<file path="src/rtl/trace_playback_ctrl_if.sv">
// Purpose : groups the playback controller's config, control, pattern-RAM read
//           port and trace outputs into one bundle.
// Ports   : master = controller side (drives RAM reads and trace outputs);
//           slave  = environment side (drives config/control, returns RAM data).
interface trace_playback_ctrl_if #(
    parameter int ADDR_W = 15,
    parameter int DATA_W = 4,
    parameter int CNT_W  = 8
);
    // configuration, sampled only on an accepted start
    logic [ADDR_W-1:0] cfg_start_addr;
    logic [ADDR_W:0]   cfg_length;
    logic [CNT_W-1:0]  cfg_repeat;
    logic [ADDR_W:0]   cfg_trig_offset;
    logic [DATA_W-1:0] cfg_idle_data;
    // control
    logic              start;
    logic              abort;
    // pattern RAM read port (1-cycle read latency)
    logic              mem_rd_en;
    logic [ADDR_W-1:0] mem_rd_addr;
    logic [DATA_W-1:0] mem_rd_data;
    // trace output and status
    logic [DATA_W-1:0] TRACEDATA;
    logic              trig_out;
    logic              busy;
    logic              done;
    logic [CNT_W-1:0]  pass_count;

    modport master (
        input  cfg_start_addr, cfg_length, cfg_repeat, cfg_trig_offset, cfg_idle_data,
        input  start, abort, mem_rd_data,
        output mem_rd_en, mem_rd_addr,
        output TRACEDATA, trig_out, busy, done, pass_count
    );

    modport slave (
        output cfg_start_addr, cfg_length, cfg_repeat, cfg_trig_offset, cfg_idle_data,
        output start, abort, mem_rd_data,
        input  mem_rd_en, mem_rd_addr,
        input  TRACEDATA, trig_out, busy, done, pass_count
    );
endinterface

</file>
<file path="src/rtl/trace_playback_ctrl.sv">
// Purpose     : replays a windowed 4-bit trace pattern from a synchronous RAM onto
//               TRACEDATA with repeat count, trigger marker and start/abort/done.
// Latency     : first read at T+1 after start at T, first nibble at T+3, done one
//               cycle after the final nibble; read-to-TRACEDATA is fixed at 2 cycles.
// Backpressure: none; the RAM must accept a read every cycle while running.
// Ports       : clk, reset (sync, active-high), bus (trace_playback_ctrl_if.master):
//               cfg_* window/repeat/trigger/idle config, start/abort control,
//               mem_rd_* RAM read port, TRACEDATA/trig_out/busy/done/pass_count.
module trace_playback_ctrl #(
    parameter int ADDR_W = 15,
    parameter int DATA_W = 4,
    parameter int CNT_W  = 8
) (
    input  logic                  clk,
    input  logic                  reset,
    trace_playback_ctrl_if.master bus
);

    localparam logic [1:0] ST_IDLE  = 2'd0;
    localparam logic [1:0] ST_RUN   = 2'd1;
    localparam logic [1:0] ST_FLUSH = 2'd2;

    logic [1:0]        state;

    // configuration captured at start
    logic [ADDR_W-1:0] start_addr_q;
    logic [ADDR_W:0]   length_q;
    logic [CNT_W-1:0]  repeat_q;
    logic [ADDR_W:0]   trig_q;
    logic [DATA_W-1:0] idle_q;

    // read-side sequencing
    logic [ADDR_W:0]   idx;
    logic [CNT_W-1:0]  rd_pass;
    logic              flush_cnt;

    // tags travelling alongside the RAM read (aligned with mem_rd_data)
    logic              s1_vld;
    logic              s1_last;
    logic              s1_trig;

    // registered outputs
    logic [DATA_W-1:0] trace_q;
    logic              trig_out_q;
    logic              done_q;
    logic [CNT_W-1:0]  pass_q;

    logic              run;
    logic              last_idx;
    logic              last_pass;
    logic              busy_abort;

    assign run        = (state == ST_RUN);
    assign last_idx   = (idx == (length_q - 1'b1));
    // repeat of 0 means loop forever, so the final pass is never reached
    assign last_pass  = (repeat_q != '0) && (rd_pass == (repeat_q - 1'b1));
    assign busy_abort = bus.abort && (state != ST_IDLE);

    assign bus.mem_rd_en   = run;
    // address is held at 0 outside RUN so the port is quiet between runs;
    // the add truncates, giving the required wrap at the top of the RAM
    assign bus.mem_rd_addr = run ? (start_addr_q + idx[ADDR_W-1:0]) : '0;
    assign bus.TRACEDATA   = trace_q;
    assign bus.trig_out    = trig_out_q;
    assign bus.busy        = (state != ST_IDLE);
    assign bus.done        = done_q;
    assign bus.pass_count  = pass_q;

    // control FSM and read sequencing
    always_ff @(posedge clk) begin
        if (reset) begin
            state        <= ST_IDLE;
            start_addr_q <= '0;
            length_q     <= '0;
            repeat_q     <= '0;
            trig_q       <= '0;
            idle_q       <= '0;
            idx          <= '0;
            rd_pass      <= '0;
            flush_cnt    <= 1'b0;
            done_q       <= 1'b0;
        end else begin
            done_q <= 1'b0;
            case (state)
                ST_IDLE: begin
                    // abort presented together with start cancels the request
                    if (bus.start && !bus.abort) begin
                        start_addr_q <= bus.cfg_start_addr;
                        length_q     <= bus.cfg_length;
                        repeat_q     <= bus.cfg_repeat;
                        trig_q       <= bus.cfg_trig_offset;
                        idle_q       <= bus.cfg_idle_data;
                        idx          <= '0;
                        rd_pass      <= '0;
                        if (bus.cfg_length == '0) begin
                            done_q <= 1'b1;
                        end else begin
                            state <= ST_RUN;
                        end
                    end
                end
                ST_RUN: begin
                    if (bus.abort) begin
                        state  <= ST_IDLE;
                        done_q <= 1'b1;
                    end else if (last_idx) begin
                        idx <= '0;
                        if (last_pass) begin
                            state     <= ST_FLUSH;
                            flush_cnt <= 1'b0;
                        end else begin
                            rd_pass <= rd_pass + 1'b1;
                        end
                    end else begin
                        idx <= idx + 1'b1;
                    end
                end
                ST_FLUSH: begin
                    // two cycles: data stage then output stage
                    if (bus.abort || flush_cnt) begin
                        state  <= ST_IDLE;
                        done_q <= 1'b1;
                    end else begin
                        flush_cnt <= 1'b1;
                    end
                end
                default: state <= ST_IDLE;
            endcase
        end
    end

    // data path: tags follow the read by one cycle, output register one more
    always_ff @(posedge clk) begin
        if (reset) begin
            s1_vld     <= 1'b0;
            s1_last    <= 1'b0;
            s1_trig    <= 1'b0;
            trace_q    <= '0;
            trig_out_q <= 1'b0;
            pass_q     <= '0;
        end else begin
            // a read issued in the abort cycle must never reach the output
            s1_vld  <= run && !bus.abort;
            s1_last <= last_idx;
            s1_trig <= (idx == trig_q);

            if (s1_vld && !busy_abort) begin
                trace_q    <= bus.mem_rd_data;
                trig_out_q <= s1_trig;
                if (s1_last && (pass_q != '1)) begin
                    pass_q <= pass_q + 1'b1;
                end
            end else begin
                // idle value tracks the live input only when no run is active
                trace_q    <= (state == ST_IDLE) ? bus.cfg_idle_data : idle_q;
                trig_out_q <= 1'b0;
            end

            if ((state == ST_IDLE) && bus.start && !bus.abort) begin
                pass_q <= '0;
            end
        end
    end

endmodule
</file>
<file path="src/flat_wrapper.sv">
// flat-port wrapper written by rule: the top's interface ports become plain ports
module trace_playback_ctrl_flat 
#(
    parameter int ADDR_W = 15,
    parameter int DATA_W = 4,
    parameter int CNT_W  = 8
)
  (clk, reset, bus_cfg_start_addr, bus_cfg_length, bus_cfg_repeat, bus_cfg_trig_offset, bus_cfg_idle_data, bus_start, bus_abort, bus_mem_rd_data, bus_mem_rd_en, bus_mem_rd_addr, bus_TRACEDATA, bus_trig_out, bus_busy, bus_done, bus_pass_count);
  trace_playback_ctrl_if #(.ADDR_W(ADDR_W), .DATA_W(DATA_W), .CNT_W(CNT_W)) bus_i ();
  input  logic clk;
  input  logic reset;
  input wire logic [$bits(bus_i.cfg_start_addr)-1:0] bus_cfg_start_addr;
  input wire logic [$bits(bus_i.cfg_length)-1:0] bus_cfg_length;
  input wire logic [$bits(bus_i.cfg_repeat)-1:0] bus_cfg_repeat;
  input wire logic [$bits(bus_i.cfg_trig_offset)-1:0] bus_cfg_trig_offset;
  input wire logic [$bits(bus_i.cfg_idle_data)-1:0] bus_cfg_idle_data;
  input wire logic [$bits(bus_i.start)-1:0] bus_start;
  input wire logic [$bits(bus_i.abort)-1:0] bus_abort;
  input wire logic [$bits(bus_i.mem_rd_data)-1:0] bus_mem_rd_data;
  output wire logic [$bits(bus_i.mem_rd_en)-1:0] bus_mem_rd_en;
  output wire logic [$bits(bus_i.mem_rd_addr)-1:0] bus_mem_rd_addr;
  output wire logic [$bits(bus_i.TRACEDATA)-1:0] bus_TRACEDATA;
  output wire logic [$bits(bus_i.trig_out)-1:0] bus_trig_out;
  output wire logic [$bits(bus_i.busy)-1:0] bus_busy;
  output wire logic [$bits(bus_i.done)-1:0] bus_done;
  output wire logic [$bits(bus_i.pass_count)-1:0] bus_pass_count;
  assign bus_i.cfg_start_addr = bus_cfg_start_addr;
  assign bus_i.cfg_length = bus_cfg_length;
  assign bus_i.cfg_repeat = bus_cfg_repeat;
  assign bus_i.cfg_trig_offset = bus_cfg_trig_offset;
  assign bus_i.cfg_idle_data = bus_cfg_idle_data;
  assign bus_i.start = bus_start;
  assign bus_i.abort = bus_abort;
  assign bus_i.mem_rd_data = bus_mem_rd_data;
  assign bus_mem_rd_en = bus_i.mem_rd_en;
  assign bus_mem_rd_addr = bus_i.mem_rd_addr;
  assign bus_TRACEDATA = bus_i.TRACEDATA;
  assign bus_trig_out = bus_i.trig_out;
  assign bus_busy = bus_i.busy;
  assign bus_done = bus_i.done;
  assign bus_pass_count = bus_i.pass_count;
  trace_playback_ctrl #(.ADDR_W(ADDR_W), .DATA_W(DATA_W), .CNT_W(CNT_W)) u_core (.clk(clk), .reset(reset), .bus(bus_i));
endmodule
</file>
<file path="config.mk">
export PLATFORM = sky130hd
export DESIGN_NAME = trace_playback_ctrl_flat
export DESIGN_NICKNAME = d
export VERILOG_FILES = /design/src/rtl/trace_playback_ctrl_if.sv /design/src/rtl/trace_playback_ctrl.sv /design/src/flat_wrapper.sv
export SDC_FILE = /design/constraint.sdc
export NUM_CORES = 1
export LEC_CHECK = 0
export CORE_MARGIN = 2
export CORE_UTILIZATION = 37
export CTS_CLUSTER_SIZE = 28
export DETAILED_ROUTE_END_ITERATION = 10
export PLACE_DENSITY_LB_ADDON = 0.1
export SLEW_MARGIN = 20
export SYNTH_ARGS = -nofsm -noshare
export SYNTH_HDL_FRONTEND = slang
export SYNTH_SLANG_ARGS = --single-unit
</file>
<file path="constraint.sdc">
create_clock -name clk -period 5.4 [get_ports clk]
set_input_delay 0.54 -clock clk [delete_from_list [all_inputs] [get_ports clk]]
set_output_delay 0.54 -clock clk [all_outputs]
set_load 0.02 [all_outputs]
</file>
==> metrics.cfg <==
[global_route]
use_met3=0.0292
use_met2=0.304
grt_pass1_vias=4977
overflow=0
antenna_found_initial=0
grt_pass1_wl_microns=24700
grt_use_met1=0.256
grt_max_degree=67
busiest_layer=met2
grt_use_total=0.190

[synthesis]
ys_ff_latch=103
synth_compound_area_frac=0.157
synth-simple-area-share=0.266
synth_top_area_frac=0.364
ys.flop_type=dfxtp_1
synth_area_per_cell_sq_um=7.88
post-synth-top-area-cell=dfxtp_1
synth.area.top_cells=dfxtp_1 (36%), nand2_1 (10%), xor2_1 (6.9%), a21oi_1 (6.5%), xnor2_1 (4.5%)
synth_top_family_by_area=simple AND/OR/NAND/NOR gates
synth_edf_count=0
synth_xor_area_frac=0.114
yosysUniqueCellTypes=66
yosysWarnings=0
synthCells=720
yosysSeqAreaShare=0.364
synth.net_count=807
synth.area.mux_share=0.0159
syn_area_sq_um=5670
synth_fa_ha_area_frac=0.0454
synthArstFlopShare=0

[run_status]
status=finished clean

[floorplan]
io_pins=98
core_sq_um=15100
num_rows=45
die_h_microns=128
fp.dieW_microns=128
die_area_sq_um=16300
start_util=0.376

[drt]
route.detailed.drc=0
ant_nets=0
post_drt_wl_per_cell_microns=15.4
drt_iter0_drc=275
via_per_inst=5.29
dr.pass1.iters=4
num_vias=5234
drt_wl_total_microns=15200

[placement]
placed_cell_area_sq_um=6750
gp_congestion=0.859
dp_slack_ps=1550
port_buffers=97
place_hpwl_microns=10900

[sta]
tns_ps=0
tightest_slew_ps=839
fmax_mhz=235
hold_viol=0
rsz0062_at_grt=false
setup_viol=0
relSlewSlack=0.441
maxSlewViolCount=0
fin_crit_sh=0.789
timing.final.ws_setup_ps=1140
fin_crit_ps=4260
fin_worst_skew_ps=7.31
holdWs_ps=458

[clocking]
cts_buffers=9
post_cts_buffers=0
clkTransAtPathRegs_ps=70
cts_num_sinks=103
clock_latency_ps=350
tritoncts=yes
cts_root_buf=clkbuf_16
clockBufferDepth=2
hold_buffers=0
cts-resized-gates=0
ctsHtreeMaxLevel=3

[critical_path]
critical_path_class=reg2out
crit_arrival_ps=3720
cp-end-kind=output pin
path_max_fanout=7
required_ps=4860
reg2reg_depth=11
start_kind=register

[job]
drv_cap=0

[final_layout]
fin_area_sq_um=7060
syn2layout_area_growth_pct=24.4
final_common_cell=nand2_1
fill_cells=1506
layout-drive-gt1-share=0.0499
nets=884
final_util=0.468
final_cell_mix=nand2_1 (153), dfxtp_1 (103), clkdlybuf4s50_1 (96)
antennaDiodeCount=0

[pwr]
p_leak_uw=0.00274
max-vdd-ir-drop_v=0.000142
power.density_nw_per_um2=247

[min_path]
hp-class=reg2reg
hold_path_depth=2

==> report_power, final <==
group	switching, uW	total [uW]	internal, uW
clock	308	684	376
sequential	24.6	808	784
combinational	131	253	122
==> critical path: stages (launching register included) <==
cell and delay [ps]:
dfxtp_1 390, ha_1 280, fa_1 440, a211oi_1 350, o21a_1 210, o311ai_0 240, a21o_1 240, a21oi_1 210
o21ai_0 150, xnor2_1 140, nor2_1 90, clkdlybuf4s50_1 620
==> sequential cells by signal (all words and copies together) (netlist names) <==
signal	flops
u_core.s1_last	1
u_core.bus.trig_out	1
u_core.s1_trig	1
u_core.repeat_q	8
u_core.flush_cnt	1
u_core.bus.TRACEDATA	4
u_core.state	2
u_core.length_q	16
u_core.bus.done	1
u_core.bus.pass_count	8
u_core.idx	16
u_core.idle_q	4
u_core.trig_q	16
u_core.rd_pass	8
u_core.start_addr_q	15
u_core.s1_vld	1
==> metrics by stage <==
stage,power (uW),cells
2_1_floorplan,979,720
3_3_place_gp,1080,974
3_5_place_dp,1080,974
4_1_cts,1760,989
5_1_grt,1830,989
6_report,1750,989
==> kinds of logic after synthesis <==
| logic type | Yosys count |
|---|---|
| flip-flops | 103 |
| AND/OR/NAND/NOR | 321 |
| adder cells (fa/ha/maj) | 20 |
| multiplexers | 9 |
| buffers and inverters | 50 |
| AO/OA/AOI/OAI | 143 |
| XOR/XNOR | 74 |
==> cell usage after synthesis (7+ instances only) <==
| cell | number |
|---|---|
| nand2_1 | 153 |
| dfxtp_1 | 103 |
| a21oi_1 | 74 |
| nor2_1 | 52 |
| xor2_1 | 45 |
| clkbuf_1 | 29 |
| xnor2_1 | 29 |
| nor3_1 | 25 |
| ha_1 | 19 |
| inv_1 | 15 |
| nand3_1 | 14 |
| and3_1 | 12 |
| nand4_1 | 12 |
| nor4_1 | 12 |
| a31oi_1 | 9 |
| mux2i_1 | 9 |
| o21ai_0 | 9 |
| or3_1 | 7 |
==> cell type report <==
| cell class | count | area, sq um | area share |
|---|---|---|---|
| multi-input combinational | 567 | 3400 | 0.482 |
| sequential | 103 | 2060 | 0.292 |
| timing repair buffer | 101 | 998 | 0.141 |
| clock buffer | 10 | 239 | 0.0339 |
| tap | 188 | 235 | 0.0333 |
| clock inverter | 5 | 65.1 | 0.00922 |
| inverter | 15 | 56.3 | 0.00798 |
==> worst paths after layout <==
kind / start / end / slack (ps)
hold / removal: u_core.start_addr_q[10]$_SDFFE_PP0P_ / u_core.start_addr_q[10]$_SDFFE_PP0P_ / 460
setup / recovery: u_core.idx[0]$_SDFFE_PP0P_ / bus_mem_rd_addr[14] / 1140
setup reg to reg: u_core.length_q[0]$_SDFFE_PP0P_ / u_core.idx[5]$_SDFFE_PP0P_ / 1820
hold reg to reg: u_core.start_addr_q[10]$_SDFFE_PP0P_ / u_core.start_addr_q[10]$_SDFFE_PP0P_ / 460
==> per-layer routing <==
layer,vias up,part of all wire,wire (microns)
met5,-,0,0
met4,0,0.026,394
met3,24,0.056,845
met2,127,0.43,6610
met1,2414,0.48,7360
li1,2669,-,-
(Power assumes the default switching activity.)
